## src/rtl/fetch_pkg.sv

```systemverilog
// Shared definitions for the fetch sequencing controller.
//   redir_src_e   : redirect source encoding (NONE/JMP/BR/EXC)
//   DEF_*         : default reset PC and exception vector
//   fetch_entry_t : one skid-buffer entry {instr, pc} at default widths
//   redir_pick()  : fixed-priority redirect arbiter, exc > br > jmp
package fetch_pkg;

  typedef enum logic [1:0] {
    SRC_NONE = 2'd0,
    SRC_JMP  = 2'd1,
    SRC_BR   = 2'd2,
    SRC_EXC  = 2'd3
  } redir_src_e;

  localparam logic [31:0] DEF_RESET_PC   = 32'h0000_0000;
  localparam logic [31:0] DEF_EXC_VECTOR = 32'h0000_0080;

  typedef struct packed {
    logic [31:0] instr;
    logic [31:0] pc;
  } fetch_entry_t;

  function automatic redir_src_e redir_pick(input logic exc, input logic br, input logic jmp);
    if (exc) return SRC_EXC;
    if (br)  return SRC_BR;
    if (jmp) return SRC_JMP;
    return SRC_NONE;
  endfunction

endpackage

```

## src/rtl/fetch_skid_buf.sv

```systemverilog
// Two-entry FIFO between the fetch unit and decode.
//   f_clk, f_rst : clock, async active-low reset
//   push, din    : write one {instr,pc} entry
//   pop          : drop the head entry
//   flush        : empty the buffer (wins over push/pop)
//   count        : occupancy 0..2
//   head         : head entry, stable until popped
module fetch_skid_buf #(
  parameter int DW = 64
) (
  input  logic          f_clk,
  input  logic          f_rst,
  input  logic          push,
  input  logic          pop,
  input  logic          flush,
  input  logic [DW-1:0] din,
  output logic [1:0]    count,
  output logic [DW-1:0] head
);

  logic [1:0][DW-1:0] mem;
  logic               wr_ptr;
  logic               rd_ptr;

  always_ff @(posedge f_clk or negedge f_rst) begin
    if (!f_rst) begin
      mem    <= '0;
      wr_ptr <= 1'b0;
      rd_ptr <= 1'b0;
      count  <= 2'd0;
    end else if (flush) begin
      wr_ptr <= 1'b0;
      rd_ptr <= 1'b0;
      count  <= 2'd0;
    end else begin
      if (push) begin
        mem[wr_ptr] <= din;
        wr_ptr      <= ~wr_ptr;
      end
      if (pop) rd_ptr <= ~rd_ptr;
      case ({push, pop})
        2'b10:   count <= count + 2'd1;
        2'b01:   count <= count - 2'd1;
        default: count <= count;
      endcase
    end
  end

  // The write slot only aliases the head when the buffer is empty, so the
  // head never changes under a stalled decode.
  assign head = mem[rd_ptr];

  a_no_overflow: assert property (@(posedge f_clk) disable iff (!f_rst)
    !(push && !flush && count == 2'd2));

endmodule

```

## src/rtl/fetch_ctrl.sv

```systemverilog
// Sequencing controller in front of instruction fetch.
//   f_clk, f_rst                 : clock, async active-low reset
//   c_i_run                      : global fetch enable
//   c_i_exc/br_taken/jmp (+tgt)  : redirect requests, priority exc > br > jmp
//   c_o_fetch_ce/change_pc/pc    : fetch unit control
//   c_i_fetch_vld/instr/pc       : fetch unit output beat
//   c_o_dec_vld/instr/pc, rdy    : decode valid/ready handshake
//   c_o_flush                    : one-cycle pulse after every redirect
module fetch_ctrl
  import fetch_pkg::*;
#(
  parameter int                  PC_WIDTH   = 32,
  parameter int                  IWIDTH     = 32,
  parameter logic [PC_WIDTH-1:0] RESET_PC   = PC_WIDTH'(DEF_RESET_PC),
  parameter logic [PC_WIDTH-1:0] EXC_VECTOR = PC_WIDTH'(DEF_EXC_VECTOR)
) (
  input  logic                f_clk,
  input  logic                f_rst,
  input  logic                c_i_run,
  input  logic                c_i_exc,
  input  logic                c_i_br_taken,
  input  logic [PC_WIDTH-1:0] c_i_br_target,
  input  logic                c_i_jmp,
  input  logic [PC_WIDTH-1:0] c_i_jmp_target,
  output logic                c_o_fetch_ce,
  output logic                c_o_change_pc,
  output logic [PC_WIDTH-1:0] c_o_pc,
  input  logic                c_i_fetch_vld,
  input  logic [IWIDTH-1:0]   c_i_fetch_instr,
  input  logic [PC_WIDTH-1:0] c_i_fetch_pc,
  output logic                c_o_dec_vld,
  output logic [IWIDTH-1:0]   c_o_dec_instr,
  output logic [PC_WIDTH-1:0] c_o_dec_pc,
  input  logic                c_i_dec_rdy,
  output logic                c_o_flush
);

  localparam int DW = IWIDTH + PC_WIDTH;

  redir_src_e          src;
  logic                req;
  logic [PC_WIDTH-1:0] win_target;
  logic [PC_WIDTH-1:0] target;
  logic                pending;
  logic                chg_q;
  logic                started;
  logic                consume;
  logic                push;
  logic                pop;
  logic [1:0]          count;
  logic [DW-1:0]       head;

  always_comb begin
    src        = redir_pick(c_i_exc, c_i_br_taken, c_i_jmp);
    req        = (src != SRC_NONE);
    win_target = target;
    case (src)
      SRC_EXC: win_target = EXC_VECTOR;
      SRC_BR:  win_target = c_i_br_target;
      SRC_JMP: win_target = c_i_jmp_target;
      default: win_target = target;
    endcase
  end

  // Fetch latches change_pc on the ack edge and shows the old-path beat one
  // cycle later; that beat is what retires the redirect.
  assign consume       = c_i_fetch_vld && chg_q;
  assign c_o_change_pc = started && pending && !consume;
  assign c_o_pc        = target;

  assign push         = c_i_fetch_vld && !pending && !req;
  assign pop          = c_o_dec_vld && c_i_dec_rdy;
  assign c_o_dec_vld  = (count != 2'd0);
  // Leave room for the beat already in flight from last cycle's ce.
  assign c_o_fetch_ce = c_i_run && (({1'b0, count} + {2'b0, push}) <= 3'd1);

  always_ff @(posedge f_clk or negedge f_rst) begin
    if (!f_rst) begin
      pending   <= (RESET_PC != '0);
      target    <= RESET_PC;
      chg_q     <= 1'b0;
      c_o_flush <= 1'b0;
      started   <= 1'b0;
    end else begin
      started   <= 1'b1;
      c_o_flush <= req;
      // An ack edge that coincides with a new request latched the old target
      // into fetch; its echo must not retire the new redirect.
      chg_q     <= c_o_change_pc && !req;
      if (req) begin
        pending <= 1'b1;
        target  <= win_target;
      end else if (consume) begin
        pending <= 1'b0;
      end
    end
  end

  fetch_skid_buf #(.DW(DW)) u_buf (
    .f_clk (f_clk),
    .f_rst (f_rst),
    .push  (push),
    .pop   (pop),
    .flush (req),
    .din   ({c_i_fetch_instr, c_i_fetch_pc}),
    .count (count),
    .head  (head)
  );

  assign {c_o_dec_instr, c_o_dec_pc} = head;

endmodule

```

## config.mk

```make
export PLATFORM = sky130hd
export DESIGN_NAME = fetch_ctrl
export DESIGN_NICKNAME = d
export VERILOG_FILES = /design/src/rtl/fetch_pkg.sv /design/src/rtl/fetch_skid_buf.sv /design/src/rtl/fetch_ctrl.sv
export SDC_FILE = /design/constraint.sdc
export NUM_CORES = 1
export LEC_CHECK = 0
export ABC_CLOCK_PERIOD_IN_PS = 2200
export BUFFER_PORTS_ARGS = -buffer_cell sky130_fd_sc_hd__clkbuf_2
export CORE_MARGIN = 5
export CORE_UTILIZATION = 40
export DETAILED_ROUTE_END_ITERATION = 12
export PLACE_DENSITY = 0.65
export SYNTH_ARGS = -nofsm -noshare
export SYNTH_HDL_FRONTEND = slang
export SYNTH_HIERARCHICAL = 1
export SYNTH_SLANG_ARGS = --single-unit
export TNS_END_PERCENT = 100
```

## constraint.sdc

```tcl
create_clock -name f_clk -period 2.2 [get_ports f_clk]
set_input_delay 0.33 -clock f_clk [delete_from_list [all_inputs] [get_ports f_clk]]
set_output_delay 0.33 -clock f_clk [all_outputs]
set_load 0.05 [all_outputs]
```

==> out/metrics.cfg <==
[run_status]
outcome = complete, no violations

[placed_design]
preCtsSetupSlack_ns = -0.0210
place_hpwl_um = 14100
port_buffers = 235
dp_cells = 1012
gp_congestion = 0.791

[layout]
finalNonFillerCells = 1045
antenna_cells = 0
syn2layout_area_growth_pct = 28.5
multi_input_area_um2 = 3150
drive_gt1_frac = 0.622
fin_nets = 911
seqCellArea_um2 = 4210
fill_cells = 1577

[cts]
clk_latency_ns = 0.42
cts.sink_count = 168
htree_levels = 4
cts_buffer_depth = 2
post-cts-setup-buffers = 0
cts_made_buffers = 17
root_buffer = clkbuf_16
cts.reportedPaths.clkPinSlew_ns = 0.07
tritoncts = built

[worst_setup_path]
worstPathArrival_ns = 1.76
cp-startpoint = c_i_br_taken
max_stage_delay_ns = 0.33
reg2reg_depth = 5
slowest_stage = clkbuf_2
rr_startpoint = pending$_DFFE_PN0P_
path_cells = clkbuf_2, inv_1, a21oi_1, ha_1, and3b_1, buf_4, a21oi_1, clkbuf_2
cp.required_ns = 1.87
start_kind = input port
rr_endpoint = u_buf/mem[46]$_DFFE_PN0P_
endpoint_kind = primary output
cp-endpoint = c_o_fetch_ce
cp.depth = 8
crit_buf_inv = 4
rrSetupSlack_ns = 0.53
crit_type = input port to primary output
path_max_fanout = 6
cp_top_family = buffers and inverters

[timing]
min_period_ns = 2.09
timing.fmax_mhz = 479
finalClockSkew_ns = 0.0122
hold_ws_ns = 0.153
fin_ws_ns = 0.111
fin_crit_sh = 0.950
hold_viol = 0
slew_viol_final = 0
rsz0062_at_grt = false
setup_viol = 0

[synthesis]
synth_seq_area_share = 0.547
yosysTopAreaCellShare = 0.547
ys_types = 34
ys_ff_latch = 168
synthFlopType = dfrtp_1
yosysTopAreaCell = dfrtp_1
yosys-top-cells-area = dfrtp_1 55%, mux2_2 19%, mux2_4 12%, a22oi_1 3.0%, o21ai_1 2.0%
yosys_warnings = 6
synth_common_cells = 168 x dfrtp_1, 132 x mux2_2, 60 x mux2_4
synth-async-reset-ratio = 1.00
syn_nets = 662
synth-edff-count = 0
yosysMostFrequentCell = dfrtp_1
netlist_area_um2 = 7680
synthCells = 523
syn_area_per_cell_um2 = 14.7

[grt]
antenna_found_initial = 0
grt_usage = 0.174
grt_max_degree = 54
gr-total-overflow = 0
grt_pass1_vias = 5750
grt_pass1_wl_um = 30600

[route]
ant_nets = 0
wl_um = 18900
drt_iter0_markers = 251
vias = 5125
drcViolationCount = 0
wl_per_cell_um = 18.0
viasPerCell = 4.90
dr.pass1.iters = 4

[pwr]
power.total_w = 0.00678
vdd_drop_max_uv = 477
p_leak_nw = 5.19
cellPowerDensity_nw_per_um2 = 686

[flow_run]
cap_violations = 0

[floorplan]
dieArea_um2 = 22100
die_w_um = 149
die_h_um = 149
core_um2 = 18800
io_pins = 236
start_util = 0.408
fp-row-count = 50

[min_path]
min_from = c_i_fetch_instr[1]
hold_path_class = input port to register

-- how the worst min path moves through the flow --
stage | end | slack, ns | cells past startpoint
after floorplan | c_o_flush$_DFF_PN0_ | 0.03 | 0
after global placement | u_buf/mem[4]$_DFFE_PN0P_ | 0.30 | 1
after detailed placement | u_buf/mem[3]$_DFFE_PN0P_ | 0.31 | 1
after CTS | u_buf/mem[61]$_DFFE_PN0P_ | 0.14 | 2
after global routing | u_buf/mem[112]$_DFFE_PN0P_ | 0.14 | 2
final | u_buf/mem[33]$_DFFE_PN0P_ | 0.15 | 2
-- cell type report --
type	count	area share
Inverter	3	0.00114
Timing Repair Buffer	264	0.160
Clock inverter	9	0.0142
Clock buffer	23	0.0474
Sequential cell	168	0.426
Tap cell	260	0.0329
Multi-Input combinational cell	318	0.319
-- kinds of logic (layout without fill, tap and decap cells) --
group                      Yosys count  count (layout)  share of synthesized area
AOI/OAI and AO/OA                   69              69                     0.0567
adders and majority gates            3               3                    0.00488
DFF                                168             168                      0.547
xor gates and xnor gates             4               4                    0.00456
and+or+nand+nor                     49              49                     0.0314
muxes                              192             192                      0.311
buffers and inverters               37             299                     0.0443
other                                1               1                   0.000488
-- through the flow --
stage                     instance area (um^2)  utilization  setup TNS [ns]
after floorplan                           7680            -               0
after global placement                    9260        0.492               0
after detailed placement                  9260        0.492          -0.375
after CTS                                 9870        0.524               0
after global routing                      9880        0.525               0
final                                     9880        0.525               0
-- power by group --
group          internal [W]  total [W]  switching (W)
sequential          0.00313    0.00316      0.0000249
combinational      0.000175   0.000550       0.000375
clock               0.00186    0.00307        0.00121
-- flip-flops by register name (all words and copies together), names as in the netlist --
register      cells
chg_q             1
c_o_pc           32
u_buf/mem       128
c_o_flush         1
pending           1
u_buf/count       2
u_buf/wr_ptr      1
u_buf/rd_ptr      1
started           1
-- layout by cell type (no fill, tap or decap), types with 2 or more instances in the layout --
cell type / n
a21o_1: 2
a21oi_1: 2
a22oi_1: 31
buf_12: 14
buf_4: 13
buf_6: 2
bufinv_16: 3
clkbuf_1: 4
clkbuf_16: 17
clkbuf_2: 234
clkbuf_8: 2
clkinv_4: 3
clkinvlp_4: 2
dfrtp_1: 167
ha_1: 3
inv_1: 3
mux2_2: 132
mux2_4: 60
nand2_1: 32
nor2_1: 4
nor3b_1: 2
o21ai_0: 2
o21ai_1: 30
xnor2_1: 3
-- metal layers --
layer / GRT usage / vias up / share of wire
li1: - / 2372 / -
met3: 0.0631 / 19 / 0.085
met2: 0.283 / 206 / 0.48
met5: 0 / - / 0
met1: 0.220 / 2528 / 0.42
met4: 0.0476 / 0 / 0.017
-- repair_timing --
action,CTS,global route
hold endpoints to repair,46,0
endpoints found under the setup margin,0,1
gates resized for setup,0,1
hold buffers,1,0
No activity file was read; power rests on OpenSTA's default activity.
